$ cat src/rtl/uart_tx_block.sv
// uart_tx_block: parallel-to-serial UART transmitter.
// Frame is start(0), NUM_DATA_BITS data bits LSB-first, optional even parity, stop(1).
// A word is taken on tx_start while tx_ready is high. The start bit appears on the
// next cycle. tx_done pulses in the first idle cycle after the stop bit.
module uart_tx_block #(
   parameter int unsigned NUM_DATA_BITS = 8,
   parameter int unsigned BIT_PERIOD    = 10,
   parameter int unsigned PARITY_EN     = 0
) (
   input  logic                     clk,
   input  logic                     rst,
   input  logic [NUM_DATA_BITS-1:0] tx_data,
   input  logic                     tx_start,
   output logic                     tx_ready,
   output logic                     tx_done,
   output logic                     serial_out
);

   localparam int unsigned PW = (BIT_PERIOD > 1) ? $clog2(BIT_PERIOD) : 1;
   localparam int unsigned BW = $clog2(NUM_DATA_BITS + 1);
   localparam logic [PW-1:0] PERIOD_LAST = PW'(BIT_PERIOD - 1);
   localparam logic [BW-1:0] BIT_LAST    = BW'(NUM_DATA_BITS - 1);

   typedef enum logic [2:0] {
      IDLE   = 3'd0,
      START  = 3'd1,
      DATA   = 3'd2,
      PARITY = 3'd3,
      STOP   = 3'd4
   } state_t;

   state_t                   state;
   logic [NUM_DATA_BITS-1:0] shift_reg;
   logic [NUM_DATA_BITS-1:0] shift_nxt;
   logic                     parity_bit;
   logic [PW-1:0]            period_cnt;
   logic [BW-1:0]            bit_cnt;
   logic                     bit_end;

   // Next data word after one shift, and end of the current bit period.
   assign shift_nxt = shift_reg >> 1;
   assign bit_end   = (period_cnt == PERIOD_LAST);

   // Frame FSM with the bit-period counter, the shift register and the registered outputs.
   always_ff @(posedge clk or posedge rst) begin
      if (rst) begin
         state      <= IDLE;
         shift_reg  <= '0;
         parity_bit <= 1'b0;
         period_cnt <= '0;
         bit_cnt    <= '0;
         serial_out <= 1'b1;
         tx_ready   <= 1'b1;
         tx_done    <= 1'b0;
      end else begin
         tx_done <= 1'b0;
         case (state)
            IDLE: begin
               serial_out <= 1'b1;
               tx_ready   <= 1'b1;
               if (tx_start) begin
                  shift_reg  <= tx_data;
                  parity_bit <= ^tx_data;
                  bit_cnt    <= '0;
                  period_cnt <= '0;
                  serial_out <= 1'b0;
                  tx_ready   <= 1'b0;
                  state      <= START;
               end
            end

            START: begin
               if (bit_end) begin
                  period_cnt <= '0;
                  serial_out <= shift_reg[0];
                  state      <= DATA;
               end else begin
                  period_cnt <= period_cnt + 1'b1;
               end
            end

            DATA: begin
               if (bit_end) begin
                  period_cnt <= '0;
                  shift_reg  <= shift_nxt;
                  bit_cnt    <= bit_cnt + 1'b1;
                  if (bit_cnt == BIT_LAST) begin
                     if (PARITY_EN != 0) begin
                        serial_out <= parity_bit;
                        state      <= PARITY;
                     end else begin
                        serial_out <= 1'b1;
                        state      <= STOP;
                     end
                  end else begin
                     serial_out <= shift_nxt[0];
                  end
               end else begin
                  period_cnt <= period_cnt + 1'b1;
               end
            end

            PARITY: begin
               if (bit_end) begin
                  period_cnt <= '0;
                  serial_out <= 1'b1;
                  state      <= STOP;
               end else begin
                  period_cnt <= period_cnt + 1'b1;
               end
            end

            STOP: begin
               if (bit_end) begin
                  period_cnt <= '0;
                  serial_out <= 1'b1;
                  tx_ready   <= 1'b1;
                  tx_done    <= 1'b1;
                  state      <= IDLE;
               end else begin
                  period_cnt <= period_cnt + 1'b1;
               end
            end

            default: begin
               period_cnt <= '0;
               bit_cnt    <= '0;
               serial_out <= 1'b1;
               tx_ready   <= 1'b1;
               state      <= IDLE;
            end
         endcase
      end
   end

endmodule

$ cat config.mk
export PLATFORM = sky130hd
export DESIGN_NAME = uart_tx_block
export DESIGN_NICKNAME = d
export VERILOG_FILES = /design/src/rtl/uart_tx_block.sv
export SDC_FILE = /design/constraint.sdc
export NUM_CORES = 1
export LEC_CHECK = 0
export BUFFER_PORTS_ARGS = -buffer_cell sky130_fd_sc_hd__buf_2
export CORE_MARGIN = 4
export CORE_UTILIZATION = 30
export CTS_CLUSTER_SIZE = 16
export DETAILED_ROUTE_END_ITERATION = 7
export GPL_ROUTABILITY_DRIVEN = 0
export PLACE_DENSITY = 0.46
export SYNTH_ARGS = -nofsm -noshare
export SYNTH_HDL_FRONTEND = slang
export SYNTH_SLANG_ARGS = --single-unit
$ cat constraint.sdc
create_clock -name clk -period 5.3 [get_ports clk]
set_clock_uncertainty 0.1 [all_clocks]
set_input_delay 1.06 -clock clk [delete_from_list [all_inputs] [get_ports clk]]
set_output_delay 1.06 -clock clk [all_outputs]
set_load 0.02 [all_outputs]
==> Flow_metrics.wiki, run 1 <==
{| class="wikitable"
! Metric !! Value
|-
| Endpoint with the worst hold slack || bit_cnt[3]$_DFFE_PP0P_
|-
| Detailed Place HPWL || 1540 µm
|-
| Overflow left after global routing || 0
|-
| Overall die area || 0.00498 mm²
|-
| Worst slew margin || 44.0%
|-
| Predominant post-synthesis flop cell || sky130_fd_sc_hd__dfrtp_1
|-
| Buffers added on ports || 13
|-
| Average wire per standard cell || 12.1 µm
|-
| Crit path required time || 5.40 ns
|-
| Horizontal die dimension || 70.6 µm
|-
| Post_cts resized || 0
|-
| Proportion of netlist area held by the largest area contributor || 42.6%
|-
| Register bit count reported by yosys || 22
|-
| Launch point of the worst reg-to-reg path || state[1]$_DFFE_PP0P_
|-
| Area growth syn-to-layout || 11.1%
|-
| Transition at the pin with the smallest max-transition slack || 0.840 ns
|-
| Detailed router's first-iteration violation count || 73
|-
| FMAX || 459 MHz
|-
| Antenna diode instance count || 0
|-
| Number of buffers inserted by post-CTS setup repair || 0
|-
| Number of sinks driven by the clock tree || 22
|-
| Root buffer selected by CTS || sky130_fd_sc_hd__clkbuf_8
|-
| Clock buffer depth || 2
|-
| Unique masters post-synth || 35
|-
| Cell taking the most area after synthesis || sky130_fd_sc_hd__dfrtp_1
|-
| Fraction of final layout cells sized beyond drive strength 1 || 17.7%
|-
| H-tree levels || 1
|-
| Async set-or-reset flop fraction in the synthesized netlist || 100%
|-
| Synthesized instance count || 121
|-
| Post-Route WL || 2160 µm
|-
| Minimum clock period after layout || 2.18 ns
|-
| Total vias in the final route || 896
|-
| Fillcell total || 387
|-
| Post-synth net total || 135
|-
| Setup-violating endpoint count in the final report || 0
|-
| Area of the mapped netlist || 0.00117 mm²
|-
| Initial core utilization || 31.6%
|-
| Antenna-violating nets left || 0
|-
| Detail-routed via count per cell || 5.03
|-
| Leakage power of the design || 0.592 nW
|-
| Clock buffer count from CTS || 3
|-
| Wire length of the first global-routing pass || 3880 µm
|-
| Crit path arrival time || 2.27 ns
|-
| Hold Path Stages || 1
|-
| Launch instance of the worst min-delay path || bit_cnt[3]$_DFFE_PP0P_
|-
| Most frequently used cell type in the post-synthesis netlist || sky130_fd_sc_hd__dfrtp_1
|-
| Final hold vios || 0
|-
| Worst-Skew Late Latency || 0.27 ns
|-
| Share of the yosys chip area belonging to registers || 47.1%
|-
| Clock edge transition at the registers on the reported setup and hold paths || 0.08 ns
|-
| Number of global-route vias before repair || 856
|-
| End of the worst register-to-register path || shift_reg[7]$_DFFE_PP0P_
|-
| Final critical-path share of the clock period || 41.1%
|-
| Number of hold buffers added after cts || 0
|-
| Classification of the worst setup path || input pin to flip-flop
|-
| R2r setup slk || 3.21 ns
|-
| Die Y || 70.6 µm
|-
| EDFF count, synth || 0
|-
| Core region area || 0.00372 mm²
|-
| Average footprint of a synthesized cell || 9.71 µm²
|-
| Max_cap viols || 0
|-
| Drc violations || 0
|-
| Hold/Removal Path Class || flip-flop to flip-flop
|-
| Commonest cells in the synthesized netlist || sky130_fd_sc_hd__dfrtp_1, sky130_fd_sc_hd__nor2_1, sky130_fd_sc_hd__a21oi_1, sky130_fd_sc_hd__o21ai_1, sky130_fd_sc_hd__nand2_1
|-
| Final-layout worst hold slack || 0.373 ns
|-
| PwrDens || 527 mW/mm²
|-
| Final-report max-slew violation count || 0
|-
| CP startpoint kind || input pin
|-
| TritonCTS clock tree || built
|-
| Yosys warning count || 0
|-
| Setup repair after global routing missed its margin || no
|-
| Ports placed on the boundary || 14
|-
| Outcome || finished clean
|-
| Max reg flops || 8
|-
| Pin count of the biggest net entering global routing || 23
|-
| VDD IR max || 0.166 mV
|-
| Std cell rows || 22
|-
| TNS Setup || 0 ns
|-
| Critical path fanouts, max || 16
|-
| Kind of end point of the critical path || flip-flop
|-
| Main area contributors after synthesis || sky130_fd_sc_hd__dfrtp_1, sky130_fd_sc_hd__mux2i_1, sky130_fd_sc_hd__nor2_1, sky130_fd_sc_hd__dfstp_2, sky130_fd_sc_hd__a21oi_1
|-
| Initial antenna violation count || 0
|-
| Detailed Routing Iterations Pass 1 || 4
|-
| Number of nets in the final layout || 145
|-
| Reg2reg path depth || 4
|-
| Overall fraction of global-route tracks in use || 9.63%
|}
-- report_power, final --
group / internal (W) / switching, W
sequential: 0.000246 / 0.0000797
combinational: 0.000110 / 0.000129
clock: 0.0000664 / 0.0000575
-- per-layer routing --
layer	vias to the layer above	global-route usage, %	routed length, µm
met2	26	14.3	944
li1	442	-	-
met3	5	1.56	118
met5	-	0	0
met4	0	5.64	58
met1	423	13.2	1040
-- final cells by class --
class / count / area (µm²) / share of cell area [%]
clock buffers: 4 / 55.1 / 4.22
inverters: 5 / 18.8 / 1.44
multi-input cells: 86 / 553 / 42.4
flip-flops and latches: 22 / 553 / 42.4
well taps: 48 / 60.1 / 4.60
repair buffers: 13 / 65.1 / 4.99
-- logic make-up after synthesis --
family                   count (synthesis)  synth area share, %
adder cells (fa/ha/maj)                  3                 3.20
flip-flops                              22                 47.1
AND/OR/NAND/NOR                         44                 19.9
XOR/XNOR                                 1                0.746
multiplexers                             6                 5.11
buffers and inverters                   13                 5.86
AO/OA/AOI/OAI                           32                 18.1
-- critical path: stages --
cell and delay, ns:
sky130_fd_sc_hd__buf_2 0.11, sky130_fd_sc_hd__nor2_1 0.07, sky130_fd_sc_hd__a2111oi_4 0.79, sky130_fd_sc_hd__nand3_1 0.14, sky130_fd_sc_hd__o21ai_1 0.10
-- cells in the final DEF (no fill, tap or decap), types with 4 or more instances in the layout --
cell type                  instances
sky130_fd_sc_hd__nand2_1           7
sky130_fd_sc_hd__nor2_1           16
sky130_fd_sc_hd__nand3_1           6
sky130_fd_sc_hd__inv_1             5
sky130_fd_sc_hd__clkbuf_8          4
sky130_fd_sc_hd__mux2i_1           6
sky130_fd_sc_hd__buf_2            13
sky130_fd_sc_hd__o21ai_1           9
sky130_fd_sc_hd__dfrtp_1          20
sky130_fd_sc_hd__nor2b_1           4
sky130_fd_sc_hd__a21oi_1           9
-- metrics by stage --
stage | util [%] | total power [W] | worst slack, ns | instances | cell area [µm²]
after global placement | 33.6 | 0.000567 | 2.85 | 174 | 1250
after global routing | 35.1 | 0.000749 | 2.97 | 178 | 1310
final | 35.1 | 0.000688 | 3.12 | 178 | 1310
after detailed placement | 33.6 | 0.000570 | 2.81 | 174 | 1250
after floorplan | - | 0.000532 | 3.18 | 121 | 1170
after CTS | 35.1 | 0.000697 | 3.11 | 178 | 1310
-- worst max path at each step --
stage	endpoint	cells past startpoint	slack (ns)	start
global placement	shift_reg[7]$_DFFE_PP0P_	5	2.85	tx_start
floorplan	shift_reg[0]$_DFFE_PP0P_	5	3.18	tx_start
detailed placement	shift_reg[7]$_DFFE_PP0P_	5	2.81	tx_start
finish	shift_reg[7]$_DFFE_PP0P_	5	3.12	tx_start
global route	shift_reg[2]$_DFFE_PP0P_	5	2.97	tx_start
CTS	shift_reg[7]$_DFFE_PP0P_	5	3.11	tx_start
Power figures use the tool's default switching activity.
==> run 2: changes to the inputs <==
- ABC_AREA: not set -> 1
- PLACE_DENSITY: 0.46 -> 0.47
- clock period: 5.3 -> 1.8 ns (I/O delays scaled with it)
==> Flow_metrics.wiki, run 2 <==
{| class="wikitable"
! Metric !! Value
|-
| Horizontal die dimension || 72.5 µm
|-
| Max incr delay on CP || 0.40 ns
|-
| Buffers added on ports || 13
|-
| CP startpoint kind || flip-flop
|-
| Most repeated library cell on the critical path || sky130_fd_sc_hd__nand2_1
|-
| Core region area || 0.00400 mm²
|-
| Final-report max-slew violation count || 0
|-
| Final critical-path share of the clock period || 89.8%
|-
| Count of buffer and inverter cells on the critical path || 1
|-
| Die Y || 72.5 µm
|-
| Average footprint of a synthesized cell || 7.48 µm²
|-
| Setup-violating endpoint count in the final report || 0
|-
| Synthesized instance count || 167
|-
| Kind of end point of the critical path || flip-flop
|-
| PwrDens || 1680 mW/mm²
|-
| Met1 routed wirelength after detailed routing || 1270 µm
|-
| Hold/Removal Path Class || input pin to async pin
|-
| Minimum clock period after layout || 1.62 ns
|-
| Fraction of final layout cells sized beyond drive strength 1 || 19.5%
|-
| Share of the yosys chip area belonging to registers || 44.3%
|-
| Transition at the pin with the smallest max-transition slack || 0.343 ns
|-
| Commonest cells in the synthesized netlist || sky130_fd_sc_hd__nand2_1, sky130_fd_sc_hd__dfrtp_1, sky130_fd_sc_hd__nor2_1
|-
| TNS Setup || 0 ns
|-
| Initial antenna violation count || 0
|-
| Antenna diode instance count || 0
|-
| Overall die area || 0.00526 mm²
|-
| Detailed router's first-iteration violation count || 74
|-
| Number of nets in the final layout || 200
|-
| Wire length of the first global-routing pass || 4590 µm
|-
| Unique masters post-synth || 22
|-
| Antenna-violating nets left || 0
|-
| Overall fraction of global-route tracks in use || 11.0%
|-
| Critical path fanouts, max || 5
|-
| List of cells traversed by the critical path || inv_1 > ha_1 > nand3_1 > nand2_1 > nand2_2 > nor2_1 > nand2_1 > nand2_1
|-
| VDD IR max || 0.581 mV
|-
| Post_cts resized || 0
|-
| Fillcell total || 439
|-
| Routed wire length on met2 || 1180 µm
|-
| Drc violations || 0
|-
| Number of buffers inserted by post-CTS setup repair || 0
|-
| Clock edge transition at the registers on the reported setup and hold paths || 0.08 ns
|-
| Post-Layout Cell Count || 235
|-
| Pre-CTS worst setup slack || 0.204 ns
|-
| Leakage power of the design || 0.789 nW
|-
| TritonCTS clock tree || built
|-
| Top Family by Delay on Critical Path || simple AND/OR/NAND/NOR gates
|-
| Most frequently used cell type in the post-synthesis netlist || sky130_fd_sc_hd__nand2_1
|-
| Pin count of the biggest net entering global routing || 23
|-
| Predominant post-synthesis flop cell || sky130_fd_sc_hd__dfrtp_1
|-
| Crit path required time || 1.91 ns
|-
| Clock buffer depth || 2
|-
| Worst-Skew Late Latency || 0.26 ns
|-
| Detail-routed via count per cell || 4.40
|-
| Leading cell type in the layout, fill and taps excluded || sky130_fd_sc_hd__nand2_1
|-
| Worst Slack Setup Final || 0.184 ns
|-
| Most used cells in the layout excluding fill and tap cells || sky130_fd_sc_hd__nand2_1, sky130_fd_sc_hd__dfrtp_1, sky130_fd_sc_hd__nor2_1
|-
| Number of instances in the placed design || 231
|-
| Number of global-route vias before repair || 1,029
|-
| Register bit count reported by yosys || 22
|-
| Post-synth net total || 181
|-
| Area of the mapped netlist || 0.00125 mm²
|-
| Crit path arrival time || 1.72 ns
|-
| Topmost layer with routed signal wires || met4
|-
| Area growth syn-to-layout || 16.2%
|-
| FMAX || 619 MHz
|-
| Outcome || finished clean
|-
| Ports placed on the boundary || 14
|-
| Final hold vios || 0
|-
| Total met3 wirelength after detailed routing || 95 µm
|-
| Worst slew margin || 77.1%
|-
| Total vias in the final route || 1,035
|-
| Slowest stage cell on the critical path || sky130_fd_sc_hd__dfrtp_1
|-
| Detailed Routing Iterations Pass 1 || 4
|-
| Cell taking the most area after synthesis || sky130_fd_sc_hd__dfrtp_1
|-
| H-tree levels || 1
|-
| Std cell rows || 23
|-
| Proportion of netlist area held by the largest area contributor || 40.1%
|-
| Launch point of the worst reg-to-reg path || period_cnt[1]$_DFFE_PP0P_
|-
| Setup repair after global routing missed its margin || no
|-
| Critical path launch point || period_cnt[1]$_DFFE_PP0P_
|-
| Max reg flops || 8
|-
| Detailed Place HPWL || 1930 µm
|-
| Root buffer selected by CTS || sky130_fd_sc_hd__clkbuf_8
|-
| Async set-or-reset flop fraction in the synthesized netlist || 100%
|-
| Overflow left after global routing || 0
|-
| Max_cap viols || 0
|-
| Initial core utilization || 31.2%
|-
| Clock buffer count from CTS || 3
|-
| Average wire per standard cell || 10.9 µm
|-
| Post-Route WL || 2560 µm
|-
| Main area contributors after synthesis || sky130_fd_sc_hd__dfrtp_1, sky130_fd_sc_hd__nand2_1, sky130_fd_sc_hd__nor2_1, sky130_fd_sc_hd__nor2_4, sky130_fd_sc_hd__dfstp_2
|-
| EDFF count, synth || 0
|-
| Number of hold buffers added after cts || 0
|-
| Number of sinks driven by the clock tree || 22
|-
| Classification of the worst setup path || flip-flop to flip-flop
|-
| Yosys warning count || 0
|}
-- run 2: kinds of logic (layout without fill, tap and decap cells) --
group	Yosys count	count (layout)	synth area share [%]
AND/OR/NAND/NOR	116	116	42.1
flip-flops	22	22	44.3
buffers and inverters	13	31	4.71
AO/OA/AOI/OAI	11	11	4.51
adder cells (fa/ha/maj)	3	3	3.01
XOR/XNOR	2	2	1.40
-- run 2: per-layer routing --
| metal | track usage, % | vias up |
|---|---|---|
| met3 | 3.60 | 2 |
| met2 | 17.9 | 11 |
| met1 | 14.4 | 469 |
| met5 | 0 | - |
| li1 | - | 553 |
| met4 | 2.46 | 0 |
-- run 2: final timing paths --
path                                             to  slack, ns  cells after the start
setup / recovery             bit_cnt[2]$_DFFE_PP0P_       0.18                      8
hold / removal             shift_reg[2]$_DFFE_PP0P_       0.02                      3
setup reg to reg             bit_cnt[2]$_DFFE_PP0P_       0.18                      8
hold reg to reg            shift_reg[4]$_DFFE_PP0P_       0.37                      2
max in group asynchronous      tx_ready$_DFFE_PP1P_       1.31                      3
min in group clk               state[0]$_DFFE_PP0P_       0.25                      3
-- run 2: metrics by stage --
step	total power, W	hold slack (ns)	cell area, µm²	utilization [%]
finish	0.00243	0.0179	1450	36.3
global route	0.00268	0.0565	1450	36.3
CTS	0.00247	0.0273	1450	36.3
detailed placement	0.00200	0.316	1380	34.5
global placement	0.00197	0.314	1380	34.5
floorplan	0.00173	0.248	1250	-
-- run 2: where the power goes --
group	leakage (nW)	internal [W]	total, W	switching [W]
Sequential	0.281	0.000703	0.000875	0.000172
Combinational	0.472	0.000374	0.00110	0.000727
Clock	0.0357	0.000297	0.000459	0.000162
Total	0.789	0.00137	0.00243	0.00106
-- run 2: area by class of cell --
cell class	count	area (µm²)	area share (%)
well taps	50	62.6	4.31
clock inverters	1	30.0	2.07
repair buffers	15	80.1	5.52
clock buffers	3	41.3	2.84
flip-flops and latches	22	553	38.1
multi-input cells	132	637	43.9
inverters	12	47.5	3.28
-- run 2: worst register-to-register path, cell delays in order, from the launching register on --
cell and delay (ns):
sky130_fd_sc_hd__dfrtp_1 0.40, sky130_fd_sc_hd__inv_1 0.08, sky130_fd_sc_hd__ha_1 0.17, sky130_fd_sc_hd__nand3_1 0.19, sky130_fd_sc_hd__nand2_1 0.17, sky130_fd_sc_hd__nand2_2 0.08
sky130_fd_sc_hd__nor2_1 0.22, sky130_fd_sc_hd__nand2_1 0.08, sky130_fd_sc_hd__nand2_1 0.06
